==> config.mk <==
export PLATFORM = sky130hd
export DESIGN_NAME = seq_det_scheduler_flat
export DESIGN_NICKNAME = d
export VERILOG_FILES = /design/src/rtl/seq_det_scheduler_if.sv /design/src/rtl/seq_det_scheduler.sv /design/src/flat_wrapper.sv
export SDC_FILE = /design/constraint.sdc
export NUM_CORES = 1
export LEC_CHECK = 0
export ABC_CLOCK_PERIOD_IN_PS = 2400
export CAP_MARGIN = 20
export CORE_UTILIZATION = 25
export DETAILED_ROUTE_END_ITERATION = 16
export GPL_ROUTABILITY_DRIVEN = 0
export HOLD_SLACK_MARGIN = 0.15
export PLACE_DENSITY_LB_ADDON = 0.1
export SLEW_MARGIN = 25
export SYNTH_ARGS = -nofsm -noshare
export SYNTH_HDL_FRONTEND = slang
export SYNTH_SLANG_ARGS = --single-unit
==> constraint.sdc <==
create_clock -name clk -period 2.4 [get_ports clk]
set_input_delay 0.36 -clock clk [delete_from_list [all_inputs] [get_ports clk]]
set_output_delay 0.36 -clock clk [all_outputs]
set_load 0.005 [all_outputs]
==> src/rtl/seq_det_scheduler_if.sv <==
// rtl/seq_det_scheduler_if.sv - requester-side job/result bundle for seq_det_scheduler
// done_first exists only when SEQ_DET_SCHED_FIRSTHIT_EN is defined.
interface seq_det_scheduler_if #(
  parameter int NREQ   = 4,
  parameter int WORD_W = 16,
  parameter int CNT_W  = 5
);
  localparam int IDW = $clog2(NREQ);

  logic [NREQ-1:0]        req;
  logic [NREQ*WORD_W-1:0] req_word;
  logic [NREQ-1:0]        gnt;
  logic                   done;
  logic [IDW-1:0]         done_id;
  logic [CNT_W-1:0]       done_count;

`ifdef SEQ_DET_SCHED_FIRSTHIT_EN
  logic [$clog2(WORD_W):0] done_first;

  modport master (output req, req_word, input gnt, done, done_id, done_count, done_first);
  modport slave  (input req, req_word, output gnt, done, done_id, done_count, done_first);
`else
  modport master (output req, req_word, input gnt, done, done_id, done_count);
  modport slave  (input req, req_word, output gnt, done, done_id, done_count);
`endif
endinterface

==> src/rtl/seq_det_scheduler.sv <==
// rtl/seq_det_scheduler.sv - round-robin job scheduler sharing one serial Moore sequence detector
// Optional first-hit index on done_first: define SEQ_DET_SCHED_FIRSTHIT_EN.
module seq_det_scheduler #(
  parameter int NREQ    = 4,
  parameter int WORD_W  = 16,
  parameter int CNT_W   = 5,
  parameter int DET_LAT = 1
) (
  input  logic               clk,
  input  logic               rst_n,
  seq_det_scheduler_if.slave rq,
  output logic               det_rst_n,
  output logic               det_x,
  input  logic               det_y
);
  localparam int IDW = $clog2(NREQ);
  localparam int IW1 = IDW + 1;
  localparam int STW = $clog2(WORD_W + DET_LAT + 1);
  localparam int FW  = $clog2(WORD_W) + 1;
  localparam logic [STW-1:0] SHIFT_LAST = STW'(WORD_W - 1);
  localparam logic [STW-1:0] STEP_LAST  = STW'(WORD_W + DET_LAT - 1);
  localparam logic [STW-1:0] LAT        = STW'(DET_LAT);

  typedef enum logic [2:0] {IDLE, FLUSH, SHIFT, DRAIN, REPORT} state_t;

  state_t            state_q, state_d;
  logic              armed_q, armed_d;
  logic [IDW-1:0]    ptr_q, ptr_d;
  logic [IDW-1:0]    id_q, id_d;
  logic [IDW-1:0]    res_id_q, res_id_d;
  logic [WORD_W-1:0] word_q, word_d;
  logic [STW-1:0]    step_q, step_d;
  logic [CNT_W-1:0]  cnt_q, cnt_d;
  logic [CNT_W-1:0]  res_cnt_q, res_cnt_d;
  logic [CNT_W-1:0]  cnt_next;
  logic              sample;
  logic              found;
  logic [IDW-1:0]    pick;
  logic [IW1-1:0]    cand;
  logic [IDW-1:0]    cand_idx;
`ifdef SEQ_DET_SCHED_FIRSTHIT_EN
  logic [FW-1:0]     first_q, first_d;
  logic [FW-1:0]     res_first_q, res_first_d;
  logic [FW-1:0]     first_next;
`endif

  // First requester at or after the rotating pointer, wrapping.
  always_comb begin
    found    = 1'b0;
    pick     = ptr_q;
    cand     = '0;
    cand_idx = '0;
    for (int j = 0; j < NREQ; j++) begin
      cand = {1'b0, ptr_q} + IW1'(j);
      if (cand >= IW1'(NREQ)) cand = cand - IW1'(NREQ);
      cand_idx = cand[IDW-1:0];
      if (!found && rq.req[cand_idx]) begin
        found = 1'b1;
        pick  = cand_idx;
      end
    end
  end

  // det_y for shifted bit k arrives DET_LAT cycles later, so sampling starts at step DET_LAT.
  always_comb begin
    sample   = det_y && (state_q == SHIFT || state_q == DRAIN) && (step_q >= LAT);
    cnt_next = (sample && cnt_q != '1) ? cnt_q + 1'b1 : cnt_q;
`ifdef SEQ_DET_SCHED_FIRSTHIT_EN
    first_next = (sample && first_q == FW'(WORD_W)) ? FW'(step_q - LAT) : first_q;
`endif
  end

  always_comb begin
    state_d   = state_q;
    armed_d   = 1'b1;
    ptr_d     = ptr_q;
    id_d      = id_q;
    word_d    = word_q;
    step_d    = step_q;
    cnt_d     = cnt_q;
    res_id_d  = res_id_q;
    res_cnt_d = res_cnt_q;
`ifdef SEQ_DET_SCHED_FIRSTHIT_EN
    first_d     = first_q;
    res_first_d = res_first_q;
`endif
    rq.gnt    = '0;
    rq.done   = 1'b0;
    det_rst_n = armed_q;
    det_x     = 1'b0;
    case (state_q)
      IDLE: begin
        // armed_q keeps gnt quiet while rst_n is low even though the state reads IDLE.
        if (armed_q && found) begin
          rq.gnt[pick] = 1'b1;
          id_d         = pick;
          word_d       = rq.req_word[pick*WORD_W +: WORD_W];
          ptr_d        = (pick == IDW'(NREQ - 1)) ? '0 : pick + 1'b1;
          state_d      = FLUSH;
        end
      end
      FLUSH: begin
        det_rst_n = 1'b0;
        cnt_d     = '0;
        step_d    = '0;
`ifdef SEQ_DET_SCHED_FIRSTHIT_EN
        first_d   = FW'(WORD_W);
`endif
        state_d   = SHIFT;
      end
      SHIFT: begin
        det_x  = word_q[WORD_W-1];
        word_d = word_q << 1;
        cnt_d  = cnt_next;
        step_d = step_q + 1'b1;
`ifdef SEQ_DET_SCHED_FIRSTHIT_EN
        first_d = first_next;
`endif
        if (step_q == SHIFT_LAST) state_d = DRAIN;
      end
      DRAIN: begin
        cnt_d  = cnt_next;
        step_d = step_q + 1'b1;
`ifdef SEQ_DET_SCHED_FIRSTHIT_EN
        first_d = first_next;
`endif
        if (step_q == STEP_LAST) begin
          res_cnt_d = cnt_next;
          res_id_d  = id_q;
`ifdef SEQ_DET_SCHED_FIRSTHIT_EN
          res_first_d = first_next;
`endif
          state_d   = REPORT;
        end
      end
      REPORT: begin
        rq.done = 1'b1;
        state_d = IDLE;
      end
      default: state_d = IDLE;
    endcase
  end

  always_ff @(posedge clk or negedge rst_n) begin
    if (!rst_n) begin
      state_q     <= IDLE;
      armed_q     <= 1'b0;
      ptr_q       <= '0;
      id_q        <= '0;
      res_id_q    <= '0;
      word_q      <= '0;
      step_q      <= '0;
      cnt_q       <= '0;
      res_cnt_q   <= '0;
`ifdef SEQ_DET_SCHED_FIRSTHIT_EN
      first_q     <= '0;
      res_first_q <= '0;
`endif
    end else begin
      state_q     <= state_d;
      armed_q     <= armed_d;
      ptr_q       <= ptr_d;
      id_q        <= id_d;
      res_id_q    <= res_id_d;
      word_q      <= word_d;
      step_q      <= step_d;
      cnt_q       <= cnt_d;
      res_cnt_q   <= res_cnt_d;
`ifdef SEQ_DET_SCHED_FIRSTHIT_EN
      first_q     <= first_d;
      res_first_q <= res_first_d;
`endif
    end
  end

  assign rq.done_id    = res_id_q;
  assign rq.done_count = res_cnt_q;
`ifdef SEQ_DET_SCHED_FIRSTHIT_EN
  assign rq.done_first = res_first_q;
`endif
endmodule
==> src/flat_wrapper.sv <==
// flat-port wrapper written by rule: the top's interface ports become plain ports
module seq_det_scheduler_flat 
#(
  parameter int NREQ    = 4,
  parameter int WORD_W  = 16,
  parameter int CNT_W   = 5,
  parameter int DET_LAT = 1
)
  (clk, rst_n, det_rst_n, det_x, det_y, rq_req, rq_req_word, rq_gnt, rq_done, rq_done_id, rq_done_count);
  seq_det_scheduler_if #(.NREQ(NREQ), .WORD_W(WORD_W), .CNT_W(CNT_W)) rq_i ();
  input  logic clk;
  input  logic rst_n;
  output logic det_rst_n;
  output logic det_x;
  input  logic det_y;
  input wire logic [$bits(rq_i.req)-1:0] rq_req;
  input wire logic [$bits(rq_i.req_word)-1:0] rq_req_word;
  output wire logic [$bits(rq_i.gnt)-1:0] rq_gnt;
  output wire logic [$bits(rq_i.done)-1:0] rq_done;
  output wire logic [$bits(rq_i.done_id)-1:0] rq_done_id;
  output wire logic [$bits(rq_i.done_count)-1:0] rq_done_count;
  assign rq_i.req = rq_req;
  assign rq_i.req_word = rq_req_word;
  assign rq_gnt = rq_i.gnt;
  assign rq_done = rq_i.done;
  assign rq_done_id = rq_i.done_id;
  assign rq_done_count = rq_i.done_count;
  seq_det_scheduler #(.NREQ(NREQ), .WORD_W(WORD_W), .CNT_W(CNT_W), .DET_LAT(DET_LAT)) u_core (.clk(clk), .rst_n(rst_n), .rq(rq_i), .det_rst_n(det_rst_n), .det_x(det_x), .det_y(det_y));
endmodule
Word level (Yosys, flattened, before mapping)
Index checks and enable logic that the tools add are counted.
Word-level totals
  register bits after elaboration: 41
  output and inout port bits: 14
  word-level logic and storage cells: 99
Cells by class
  $add $sub $neg: 10
  $lt $le $gt $ge: 11
  equal/unequal tests: 11
  shift operators: 1
  muxes and demuxes: 37
  reduce and logical (&&, ||, !) cells: 20
Operator list (count)
  indexed part select 64 x 7 -> 16 bit: 1
  case mux 16 bit (2 select lines): 1
  case mux 5 bit (2 select lines): 2
  2-to-1 mux 2 bit: 9
  2-to-1 mux 16 bit: 1
  less-than comparator 2 x 3 -> 1 bit (second input constant): 5
  2-to-1 mux 1 bit: 12
  case mux 3 bit (4 select lines): 1
  adder 5 x 1 -> 5 bit (second input constant): 2
  >= comparator 3 bit (second input constant): 3
  2-to-1 mux 3 bit: 3
  binary-select mux 1 bit (select 2 bit): 4
  logical AND 1 bit: 8
  2-to-1 mux 4 bit: 2
  subtractor 2 x 1 -> 2 bit (second input constant): 4
  adder 2 x 2 -> 3 bit (second input constant): 2
  == test 3 x 2 -> 1 bit (second input constant): 2
  AND reduction 2 bit: 3
  == test 5 x 4 -> 1 bit (second input constant): 1
  == test 5 bit (second input constant): 1
  >= comparator 5 x 1 -> 1 bit (second input constant): 1
  2-to-1 mux 5 bit: 1
  != test 5 bit (second input constant): 1
  != test 2 bit (second input constant): 2
  other kinds (15): 18

Logic depth before layout (Yosys ltp)
Gate-level depths: netlist of the first run.
  word-level depth: 20
  depth in mapped cells: 8
  mapped depth without buffers: 7

Least setup slack after synthesis of the first run
Ideal clock, no wire load.
  path type: register to register
  start point: register u_core.cnt_q[0]
  end point: register u_core.res_cnt_q[3] (netlist: u_core.rq.done_count[3])
  setup time: 0.136 ns
  arrival: 1.861 ns
  data required time: 2.264 ns
  path slack: 0.404 ns
  cell stages (with the launch flop): 8
  path buffers: 0
  clock period less this slack: 1.996 ns
  path through: dfrtp_1 ha_1 and3_1 ha_1 a2111oi_4 nand4_1 xor2_1 o21ai_0
Between the ends
  word-level cells in the longest chain between the ends: 3
  elaborated cells between the ends (all ways): 4
  classes of those cells: 1 x add/sub; 1 x eq/ne; 1 x mux; 1 x reduce/logical
RTL lines
  from (decl): RTL line seq_det_scheduler.sv:33  | logic [CNT_W-1:0] cnt_q, cnt_d;
  from (signal assigned): RTL line seq_det_scheduler.sv:167  | cnt_q <= cnt_d;
  parallel branches: the longest is 2 deep, another holds adder 5 x 1 -> 5 bit
  2-to-1 mux 5 bit *: RTL line seq_det_scheduler.sv:67  | cnt_next = (sample && cnt_q != '1) ? cnt_q + 1'b1 : cnt_q;
  to (signal assigned): RTL line seq_det_scheduler.sv:168  | res_cnt_q <= res_cnt_d;
  to (decl): RTL line seq_det_scheduler.sv:34  | logic [CNT_W-1:0] res_cnt_q, res_cnt_d;
Every way passes the cells marked *.
A chain may end at the register's enable or synchronous reset.

Final worst setup path of the first run
  start point: register u_core.state_q[1]
  end point: output port det_rst_n
Between the ends
  word-level cells in the longest chain between the ends: 2
RTL lines
  from (decl): RTL line seq_det_scheduler.sv:26  | state_t state_q, state_d;
  from (signal assigned): RTL line seq_det_scheduler.sv:160  | state_q <= state_d;
  == test 3 x 1 -> 1 bit: RTL line seq_det_scheduler.sv:91  | case (state_q)
  2-to-1 mux 1 bit: RTL line seq_det_scheduler.sv:91
  to (decl): RTL line flat_wrapper.sv:13  | output logic det_rst_n;
Every way passes these cells.

==> out/results.ini, run 1 <==
[route]
vias=2075
drc=0
ant_nets=0
drt-pass1-iter-count=4
via_per_inst=4.501
routed_wirelength_microns=6436
first_iter_violations=47
avgRoutedWirePerCell_microns=13.96

[timing]
skew_ps=16.78
rsz0062_at_grt=false
fmax_mhz=456.1
hold_ws_ps=474.2
fin_crit_ps=2192
setup_ws_ps=207.6
hold_violations=0
setup_violations=0
relSlewSlack_pct=67.00
min_period_over_period_pct=91.35
worstMarginPinSlew_ps=490.4
drv_slew=0
finalSetupTns_ps=0

[yosys]
ys_seq_area_share_pct=42.44
synthDistinctLibCells=44
ys.flop_type=dfrtp_1
synthArstFlopShare_pct=100.0
synthTopCellsByCount=41 x dfrtp_1, 35 x mux2i_1, 25 x nand2_1, 15 x o21ai_0, 15 x o221ai_1
syn_inst=233
synth_warnings=0
synthesis.nets=311
yosys.area.top_type_share_pct=42.44
yosysTopAreaCell=dfrtp_1
synth_seq_cells=41
yosysMostFrequentCell=dfrtp_1
netlist_area_sq_um=2417
ys_top_cells_by_area=dfrtp_1 42%, mux2i_1 14%, o221ai_1 5.4%
synth_edf_count=0
syn_area_per_cell_sq_um=10.37

[clock_tree]
cts.sinks=41
htree_levels=2
cts_root_buf=clkbuf_8
cts_tree=built
cts_buffers=5
path_clk_slew_ps=90
ctsLongestPathBuffers=2
clock_latency_ps=300

[placement]
place_ws_ps=-218.9
portBuffers=84
hpwlAfterDp_microns=4828

[grt]
grt_pass1_vias=2063
overflow=0
grt_first_pass_wirelength_microns=10310
antenna_found_initial=0
grt_max_degree=29
grt_usage_pct=13.23

[worst_hold_path]
hp-class=input port to asynchronous set/reset pin

[floorplan]
rows=35
core_area_sq_um=9284
floorplan.initialDensity_pct=26.04
die_area_sq_um=10070
die_h_microns=100.3
fp.dieW_microns=100.3
ioPinCount=85

[pwr]
cellLeakagePower_nw=1.631
power_density_nw_per_um2=1103
total_power_mw=3.979
peakVddDrop_mv=0.3931

[cells_and_area]
diodes=0
final_util_pct=38.85
nNetsFinal=409
area_delta_synth_final_pct=49.22
layout-drive-gt1-share_pct=13.86

[setup_path]
end_kind=primary output
worst_ep_required_time_ps=2040
criticalPathCategory=register to primary output
cp_max_fo=9
startpoint_type=register
crit_arrival_ps=1830

[run]
maxCapViolCount=0

[outcome]
status=finished, final reports clean

-- cells in the final DEF (no fill, tap or decap), drive strengths merged, types with 7 or more instances in the layout --
cell type	synthesis	routed
o221ai	15	15
nor2	15	15
mux2i	35	35
o21ai	17	17
nand2	26	26
a22oi	14	14
dfrtp	41	41
buf	9	19
ha	7	7
inv	9	9
clkdlybuf4s50	0	75
-- critical path, cell delays in order (launching register included) --
cell and delay, ps:
dfrtp_1 490, inv_1 280, nand2_1 120, o21a_1 190, clkdlybuf4s50_1 440
-- flip-flops by register name, indices dropped and copies added (netlist names) --
register	flops
u_core.cnt_q	5
u_core.rq.done_count	5
u_core.word_q	16
u_core.rq.done_id	2
u_core.ptr_q	2
u_core.step_q	5
u_core.id_q	2
u_core.state_q	3
u_core.armed_q	1
-- what timing repair did --
item,4_1_cts,5_1_grt
endpoints found under the setup margin,4,4
endpoints found under the hold margin,13,0
pin swaps,2,0
gates resized for setup,10,6
hold buffers,1,0
buffers inserted,2,0
-- per-layer routing --
layer  routed length [microns]  global-route usage (%)  up-vias
li1                          -                       -     1051
met1                      3074                   18.07      976
met2                      3059                   21.13       46
met3                       252                   2.786        2
met4                        49                   3.679        0
met5                         0                       0        -
-- layout make-up --
class | instances | area [sq um]
fill | 975 | 5677
multi-input combinational | 171 | 1281
sequential | 41 | 1028
timing repair buffer | 103 | 987.2
tap | 129 | 161.4
clock buffer | 5 | 68.82
clock inverter | 3 | 46.29
inverter | 9 | 33.78
-- logic make-up after synthesis --
kind of cell / Yosys count / synth area share (%)
AOI/OAI and AO/OA: 62 / 19.46
and+or+nand+nor: 60 / 12.16
buffers and inverters: 21 / 5.176
other: 1 / 0.1551
xor gates and xnor gates: 3 / 1.087
muxes: 38 / 15.89
adders and majority gates: 7 / 3.623
DFF: 41 / 42.44
-- report_power, final --
| part | leakage, nW | internal, mW | switching, mW |
|---|---|---|---|
| combinational | 1.09 | 1.10 | 1.01 |
| clock | 0.0543 | 0.312 | 0.266 |
| sequential | 0.491 | 1.03 | 0.258 |
| total | 1.63 | 2.44 | 1.54 |
-- through the flow --
step | area, sq um | std cells
2_1_floorplan | 2417 | 233
3_3_place_gp | 3443 | 450
3_5_place_dp | 3443 | 450
4_1_cts | 3593 | 461
5_1_grt | 3607 | 461
6_report | 3607 | 461
-- worst paths after layout --
check	start	cells after the start	slack, ps	endpoint
min	rst_n	2	470	u_core.rq.done_count[2]$_DFFE_PN0P_
max in group asynchronous	rst_n	3	1190	u_core.ptr_q[0]$_DFFE_PN0P_
max reg2reg	u_core.cnt_q[1]$_DFFE_PN0P_	7	330	u_core.cnt_q[3]$_DFFE_PN0P_
min reg2reg	u_core.id_q[0]$_DFFE_PN0P_	2	480	u_core.rq.done_id[0]$_DFFE_PN0P_
max	u_core.state_q[1]$_DFFE_PN0P_	4	210	det_rst_n
min in group clk	u_core.id_q[0]$_DFFE_PN0P_	2	480	u_core.rq.done_id[0]$_DFFE_PN0P_
No activity file was read; power rests on OpenSTA's default activity.
==> run 2: changes to the inputs <==
- CORE_MARGIN: not set -> 4
- CORE_UTILIZATION: 25 -> 35
==> out/results.ini, run 2 (synthesis gave the netlist of run 1 again) <==
[outcome]
status=finished, final reports clean

[setup_path]
criticalPathCategory=input port to primary output
worst_ep_required_time_ps=2040
startpoint_type=input port
crit_arrival_ps=1800
end_kind=primary output
cp_max_fo=6

[grt]
grt_first_pass_wirelength_microns=9949
grt_usage_pct=14.70
antenna_found_initial=0
grt_pass1_vias=2076
grt_max_degree=42
overflow=0

[floorplan]
rows=30
die_area_sq_um=8300
die_h_microns=91.11
fp.dieW_microns=91.11
floorplan.initialDensity_pct=35.78
ioPinCount=85
core_area_sq_um=6756

[cells_and_area]
final_util_pct=51.59
fill_cells=630
regArea_sq_um=1026
top_register=u_core.word_q
multi_input_area_sq_um=1279
nNetsFinal=406
largest_reg_flops=16
final_cell_mix=75 x clkdlybuf4s50_1, 41 x dfrtp_1, 35 x mux2i_1, 25 x nand2_1, 15 x o221ai_1
final_common_cell=clkdlybuf4s50_1
layout-drive-gt1-share_pct=11.59
area_delta_synth_final_pct=44.20
diodes=0

[route]
drt-pass1-iter-count=4
routed_wirelength_microns=6103
first_iter_violations=71
vias=2072
ant_nets=0
drc=0
avgRoutedWirePerCell_microns=14.96
via_per_inst=5.078

[worst_hold_path]
hp-class=register to register

[timing]
relSlewSlack_pct=65.06
fmax_mhz=462.7
finalSetupTns_ps=0
drv_slew=0
hold_violations=0
fin_crit_ps=2161
rsz0062_at_grt=false
setup_violations=0
min_period_over_period_pct=90.04
worstMarginPinSlew_ps=524.1
skew_ps=6.646

[clock_tree]
cts_buffers=5
htree_levels=2
cts.sinks=41
cts_tree=built
path_clk_slew_ps=80
clock_latency_ps=290
cts_root_buf=clkbuf_8
ctsLongestPathBuffers=2

[pwr]
peakVddDrop_mv=0.4386
power_density_nw_per_um2=1093
cellLeakagePower_nw=1.561

[run]
maxCapViolCount=0

[placement]
portBuffers=84
hpwlAfterDp_microns=4470

==> run 2: report_power, final <==
group          internal, mW  total [mW]  switching (mW)
Clock                 0.228       0.461           0.233
Combinational          1.08        2.05           0.970
Sequential             1.03        1.30           0.271
Total                  2.34        3.81            1.47
==> run 2: what timing repair did <==
| item | in CTS | in global routing |
|---|---|---|
| setup endpoints to repair | 4 | 0 |
| endpoints found under the hold margin | 22 | 0 |
| buffers inserted | 2 | 0 |
| hold buffers | 1 | 0 |
| resized for setup | 12 | 0 |
==> run 2: layer usage <==
| layer | wire length (microns) | track usage, % |
|---|---|---|
| met1 | 2971 | 20.02 |
| met2 | 2808 | 23.11 |
| met3 | 293 | 3.977 |
| met4 | 29 | 3.769 |
| met5 | 0 | 0 |
==> run 2: worst max-delay path, stage by stage <==
cell and delay [ps]:
dlygate4sd2_1 300, o41a_1 490, o21ai_4 180, nor2_4 70, and2_1 150, dlygate4sd2_1 260
==> run 2: through the flow <==
step           cells  hold slack, ps  setup slack, ps  power (mW)  cell area [sq um]
2_1_floorplan    233           64.41            403.7       2.658               2417
3_3_place_gp     398           462.8           -265.5       3.343               3372
3_5_place_dp     398           463.0           -291.1       3.362               3372
4_1_cts          408           497.9            191.2       3.863               3486
5_1_grt          408           515.8            96.52       4.146               3486
6_report         408           490.6            239.0       3.811               3486
==> run 2: final timing paths <==
check                                                  from                             endpoint  slack [ps]  cells past startpoint
max                                               rq_req[3]                            rq_gnt[3]         240                      6
min                        u_core.rq.done_id[0]$_DFFE_PN0P_     u_core.rq.done_id[0]$_DFFE_PN0P_         490                      2
max reg2reg                     u_core.cnt_q[0]$_DFFE_PN0P_          u_core.cnt_q[3]$_DFFE_PN0P_         280                      7
min reg2reg                u_core.rq.done_id[0]$_DFFE_PN0P_     u_core.rq.done_id[0]$_DFFE_PN0P_         490                      2
max in group asynchronous                             rst_n        u_core.word_q[15]$_DFFE_PN0P_        1370                      3
min in group asynchronous                             rst_n  u_core.rq.done_count[2]$_DFFE_PN0P_         660                      3
==> run 2: final cells by class <==
cell class              count  share of cell area, %
well taps                  80                  2.872
multi-input cells         171                  36.68
flip-flops and latches     41                  29.43
repair buffers            100                  27.57
inverters                   9                 0.9691
clock buffers               7                  2.477
==> run 3: changes to the inputs <==
- CORE_MARGIN: 4 -> 2
- CTS_CLUSTER_SIZE: not set -> 25
==> out/results.ini, run 3 (synthesis gave the netlist of run 1 again) <==
[setup_path]
rr_endpoint=u_core.cnt_q[3]$_DFFE_PN0P_
crit_slowest_cell=clkdlybuf4s50_1
startpoint_type=register
startpoint=u_core.ptr_q[1]$_DFFE_PN0P_
end_kind=primary output
crit_arrival_ps=2010
slowest_delay_ps=500
critical_path_buf_inv_count=2
crit_path_frequent_cell=o31ai_2
r2r_cells=8
worst-path-stages=6
criticalPathCategory=register to primary output
critPathTopFamily=buffers and inverters
r2r-start=u_core.cnt_q[0]$_DFFE_PN0P_
reg2reg_slack_ps=310
crit_end=rq_gnt[1]
worst_ep_required_time_ps=2040
cp_max_fo=4
crit_path_cell_trace=o31ai_2 > o31ai_2 > buf_4 > nand2b_2 > nor2_1 > clkdlybuf4s50_1

[pwr]
power_density_nw_per_um2=1099
cellLeakagePower_nw=1.615
peakVddDrop_mv=0.4616

[cells_and_area]
nNetsFinal=409
diodes=0
top_register=u_core.word_q
final_common_cell=clkdlybuf4s50_1
final_cells=412
final_cell_mix=76 x clkdlybuf4s50_1, 39 x dfrtp_1, 35 x mux2i_1, 25 x nand2_1, 18 x buf_4
largest_reg_flops=16
area_delta_synth_final_pct=46.27
post-route-cell-area_sq_um=3536
final_util_pct=52.33
layout-drive-gt1-share_pct=13.86

[floorplan]
floorplan.initialDensity_pct=35.78
core_area_sq_um=6756
ioPinCount=85
rows=30
fp.dieW_microns=87.11
die_h_microns=87.11
die_area_sq_um=7587

[grt]
overflow=0
antenna_found_initial=0
grt_first_pass_wirelength_microns=9680
grt_usage_pct=16.27
grt_pass1_vias=2028
grt_max_degree=25

[clock_tree]
ctsLongestPathBuffers=2
htree_levels=2
cts_tree=built
clock_latency_ps=300
cts_root_buf=clkbuf_8
cts_buffers=5
cts.sinks=41
path_clk_slew_ps=80

[placement]
postPlaceCellArea_sq_um=3382
hpwlAfterDp_microns=4374
dp_cells=401
place_ws_ps=-211.6
portBuffers=84

[route]
routed_wirelength_microns=5966
first_iter_violations=115
drt-pass1-iter-count=4
via_per_inst=5.087
ant_nets=0
avgRoutedWirePerCell_microns=14.48
vias=2096
drc=0

[worst_hold_path]
hp-class=register to register

[timing]
rsz0062_at_grt=true
setup_ws_ps=28.09
fmax_mhz=421.6
worstMarginPinSlew_ps=488.4
relSlewSlack_pct=67.14
min_period_over_period_pct=98.83
fin_crit_ps=2372
skew_ps=5.585
setup_violations=0
drv_slew=0
hold_violations=0

[outcome]
status=finished, final reports clean

[run]
maxCapViolCount=0

## run 3: cell types whose count changed in the layout (fill, tap and decap cells not counted), sizes merged
cell	delta
dlygate4sd2	-4
dlymetal6s2s	+3
clkinv	+1
buf	+3
clkdlybuf4s50	+1
## run 3: report_power, final
| group | internal [mW] | switching [mW] |
|---|---|---|
| clock | 0.260 | 0.237 |
| sequential | 1.03 | 0.268 |
| combinational | 1.10 | 0.988 |
| total | 2.39 | 1.49 |
## run 3: per-stage QoR
step / hold WS [ps] / total power [mW] / TNS [ps]
after floorplan: 64.41 / 2.658 / 0
after global placement: 296.3 / 3.350 / -711.6
after detailed placement: 299.5 / 3.375 / -820.5
after CTS: 487.5 / 3.931 / 0
after global routing: 523.7 / 4.270 / -72.03
final: 480.8 / 3.886 / 0
## run 3: layout make-up
type                    count  area [sq um]
clock inverters             1         5.005
well taps                  80         100.1
repair buffers            103         983.4
fillers                   644          3221
clock buffers               7         96.34
flip-flops and latches     41          1028
inverters                   9         33.78
multi-input cells         171          1289
## run 3: timing repair
item	in CTS	in global routing
gates resized for setup	8	7
endpoints found under the hold margin	15	0
buffers inserted	2	0
hold buffers	1	0
setup endpoints to repair	4	4
pin swaps	2	2
## run 3: how the worst min path moves through the flow
stage | from | endpoint | cells after the start
after floorplan | rst_n | u_core.armed_q$_DFF_PN0_ | 0
after global placement | rst_n | u_core.rq.done_count[2]$_DFFE_PN0P_ | 1
after detailed placement | rst_n | u_core.cnt_q[2]$_DFFE_PN0P_ | 1
after CTS | u_core.id_q[1]$_DFFE_PN0P_ | u_core.rq.done_id[1]$_DFFE_PN0P_ | 2
after global routing | u_core.rq.done_id[1]$_DFFE_PN0P_ | u_core.rq.done_id[1]$_DFFE_PN0P_ | 2
final | u_core.rq.done_count[0]$_DFFE_PN0P_ | u_core.rq.done_count[0]$_DFFE_PN0P_ | 2
## run 3: per-layer routing
| metal | global-route usage [%] | vias up | wire, microns |
|---|---|---|---|
| met3 | 4.834 | 8 | 379 |
| met2 | 24.22 | 51 | 2721 |
| met1 | 22.83 | 979 | 2785 |
| met5 | 0 | - | 0 |
| met4 | 5.035 | 0 | 80 |
| li1 | - | 1058 | - |
## run 3: worst min-delay path, stage by stage (launching register included)
cell and delay [ps]:
dfrtp_1 340, nand2_1 40, o21ai_0 60
==> RTL edit 1 (settings of run 1) <==
`WORD_W` is set to 16 in 3 places; all go to 32.
--- a/src/rtl/seq_det_scheduler_if.sv
+++ b/src/rtl/seq_det_scheduler_if.sv
@@ -4,3 +4,3 @@
   parameter int NREQ   = 4,
-  parameter int WORD_W = 16,
+  parameter int WORD_W = 32,
   parameter int CNT_W  = 5
--- a/src/rtl/seq_det_scheduler.sv
+++ b/src/rtl/seq_det_scheduler.sv
@@ -4,3 +4,3 @@
   parameter int NREQ    = 4,
-  parameter int WORD_W  = 16,
+  parameter int WORD_W  = 32,
   parameter int CNT_W   = 5,
--- a/src/flat_wrapper.sv
+++ b/src/flat_wrapper.sv
@@ -4,3 +4,3 @@
   parameter int NREQ    = 4,
-  parameter int WORD_W  = 16,
+  parameter int WORD_W  = 32,
   parameter int CNT_W   = 5,
Interface: changed (resized rq_req_word); port bits go from 85 to 149. The function was not compared with the original's and may differ.
==> RTL edit 1 against run 1 <==
- power is 61% higher
- sequential cell count rose by 17
- wire length increased by 120%
- synthesized area up 73%
- register-to-register slack got worse by 190 ps
- final area rose by 80%
- non-clock buffer count increased by 89
- setup slack got worse by 160 ps
==> RTL edit 1: results (changes against run 1) <==
initial antenna violation count: 1 (was 0)
maximum vdd drop: 0.3997 mV (was 0.3931 mV)
largest net degree at the start of global routing: 63 (was 29)
P_leak: 2.779 nW (was 1.631 nW)
M3 GR Usage: 2.431% (was 2.786%)
total global-route track usage: 16.44% (was 13.23%)
Reg2Reg Launch Point: u_core.ptr_q[0] (was u_core.cnt_q[1])
FF-to-FF path depth: 8 (was 7)
Final min period: 2352 ps (was 2192 ps)
Area after DPL: 6032 µm² (was 3443 µm²)
syn avg cell area: 8.696 µm² (was 10.37 µm²)
wire length per cell: 16.38 µm (was 13.96 µm)
GR Util met2: 27.98% (was 21.13%)
WL met2: 6778 µm (was 3059 µm)
Slowest Stage Delay on Critical Path: 520 ps (was 490 ps)
Worst Path Arrival: 1990 ps (was 1830 ps)
Layout Nets: 776 (was 409)
first-pass GRT wire length: 22690 µm (was 10310 µm)
Met1 Wirelength: 6452 µm (was 3074 µm)
H-tree levels: 3 (was 2)
placed cells: 830 (was 450)
Synth Area in Compound Gates: 25.96% (was 19.46%)
Net Switching: 2.397 mW (was 1.535 mW)
root buffer cell: clkbuf_16 (was clkbuf_8)
HP Class: reg -> reg (was in -> async)
vias in the first global route: 4365 (was 2063)
fraction of final layout cells sized beyond drive strength 1: 23.00% (was 13.86%)
Adder-Cell Fraction of Synth Area: 2.094% (was 3.623%)
Min Hold Slack: 475.6 ps (was 474.2 ps)
Worst Tran Pin Value: 613.5 ps (was 490.4 ps)
status: complete, no violations (unchanged)
RTL edit 1: cell count changes in the layout (fill, tap and decap cells not counted), moves of 18 or more:
cell,before,now
nand3_1,1,33
mux2_2,3,34
mux2i_1,35,3
clkdlybuf4s50_1,75,140
nor3_1,1,65
buf_4,18,40
inv_1,9,37
o221a_2,0,31
dfrtp_1,39,57
o31ai_1,1,32
RTL edit 1: area by class of cell:
cell class | instances | area [µm²]
multi-input combinational | 334 | 2449
sequential | 58 | 1453
inverter | 39 | 147.6
clock inverter | 7 | 117.6
tap | 216 | 270.3
fill | 1663 | 9629
clock buffer | 9 | 225.2
timing repair buffer | 192 | 1822
antenna | 1 | 2.502
RTL edit 1: cells by family after synthesis:
kind of cell             count (synthesis)
multiplexers                            37
flip-flops                              58
adder cells (fa/ha/maj)                  7
buffers and inverters                   89
XOR/XNOR                                 3
AO/OA/AOI/OAI                          134
AND/OR/NAND/NOR                        152
other                                    1
==> RTL edit 2 (settings of run 1) <==
Made on the original files. Re-encode `state_t` (5 states) as one-hot, 5 bits wide.
--- a/src/rtl/seq_det_scheduler.sv
+++ b/src/rtl/seq_det_scheduler.sv
@@ -23,3 +23,3 @@
 
-  typedef enum logic [2:0] {IDLE, FLUSH, SHIFT, DRAIN, REPORT} state_t;
+  typedef enum logic [4:0] {IDLE = 5'b00001, FLUSH = 5'b00010, SHIFT = 5'b00100, DRAIN = 5'b01000, REPORT = 5'b10000} state_t;
 
Function: same outputs for any inputs over 10 cycles, from zero or initial values and one cycle with rst_n low; not proved beyond that.
==> RTL edit 2 against run 1 <==
- clock power increased by 4.9%
- final area is 9.2% higher
- synthesized area increased by 13%
- wire length increased by 14%
- sequential cell count increased by 2
- power shrank 20%
- setup slack worse by 110 ps
- clock skew fell by 11 ps
- critical path type is now in -> out
- largest power group unchanged
==> RTL edit 2: results (changes against run 1) <==
status: complete, no violations (unchanged)
first-pass GRT wire length: 11630 µm (was 10310 µm)
Non-clock buffer share: 25.21% (was 27.37%)
top post-synthesis cells by area: dfrtp_1 (38%), mux2i_1 (13%), and3_1 (4.6%), o221ai_2 (4.4%), a21oi_1 (3.3%) (was dfrtp_1 (42%), mux2i_1 (14%), o221ai_1 (5.4%), a22oi_1 (4.3%), nand2_1 (3.9%))
Critical Path Fanout Max: 6 (was 9)
Min Hold Slack: 491.8 ps (was 474.2 ps)
GR Util met2: 20.74% (was 21.13%)
synthesized instance count: 263 (was 233)
Final HPWL DP: 5269 µm (was 4828 µm)
Area after DPL: 3731 µm² (was 3443 µm²)
Non-CTS buffers: 105 (was 103)
placed cells: 483 (was 450)
Non-clk invs: 5 (was 9)
Layout fillers: 1121 (was 975)
Final Instance Area: 3940 µm² (was 3607 µm²)
vias in the first global route: 2235 (was 2063)
Setup crit start: rq_req[3] (was u_core.state_q[1])
met1 global-route usage: 18.26% (was 18.07%)
slew margin rel.: 59.89% (was 67.00%)
Clock Latency Late Sink: 300 ps (about the same)
CP top delay family: simple AND/OR/NAND/NOR gates (was buffers and inverters)
# rows: 37 (was 35)
Final min period: 2303 ps (was 2192 ps)
Net Switching: 1.151 mW (was 1.535 mW)
Critical Path Sink: rq_gnt[0] (was det_rst_n)
fraction of area in multi-input gates: 39.25% (was 35.52%)
clock buffers: 6 (was 5)
M3 GR Usage: 2.736% (was 2.786%)
drt via density: 4.740 (was 4.501)
HP Class: reg -> reg (was in -> async)
Slowest Stage Delay on Critical Path: 560 ps (was 490 ps)
Flop pwr share: 33.5% (was 32.4%)
Seq/Total Area, Yosys: 39.39% (was 42.44%)
r2r setup slk: 310 ps (was 330 ps)
Layout Nets: 438 (was 409)
Seq area share: 27.37% (was 28.51%)
Netlist cell types: 53 (was 44)
maximum vdd drop: 0.2868 mV (was 0.3931 mV)
Worst Path Arrival: 1940 ps (was 1830 ps)
Layout clock area frac: 2.985% (was 3.191%)
Worst Skew: 5.654 ps (was 16.78 ps)
Power Combinational: 1.52 mW (was 2.11 mW)
P_leak: 1.774 nW (was 1.631 nW)
top cells by count, synth: dfrtp_1 (42), mux2i_1 (36), nand2_1 (21) (was dfrtp_1 (41), mux2i_1 (35), nand2_1 (25))
slowest CP cell: or4_1 (was dfrtp_1)
total global-route track usage: 13.22% (was 13.23%)
## RTL edit 2: per-layer routing
| layer | wire, µm | part of all wire (%) |
|---|---|---|
| met1 | 3543 | 48 |
| met2 | 3386 | 46 |
| met5 | 0 | 0 |
| met3 | 332 | 4.5 |
| met4 | 88 | 1.2 |
## RTL edit 2: cells by family (layout without fill, tap and decap cells)
logic type / Yosys count / after routing / synth area share [%]
buffers and inverters: 20 / 118 / 5.719
AO/OA/AOI/OAI: 61 / 61 / 16.93
adder cells (fa/ha/maj): 7 / 7 / 3.202
AND/OR/NAND/NOR: 90 / 90 / 19.76
multiplexers: 37 / 37 / 13.59
flip-flops: 43 / 43 / 39.39
XOR/XNOR: 4 / 4 / 1.281
other: 1 / 1 / 0.1371
## RTL edit 2: repair_timing
item / 4_1_cts / 5_1_grt
hold buffers: 1 / 0
hold endpoints to repair: 17 / 0
setup buffers: 3 / 2
gates resized for setup: 11 / 6
pin swaps: 3 / 2
setup endpoints to repair: 4 / 4
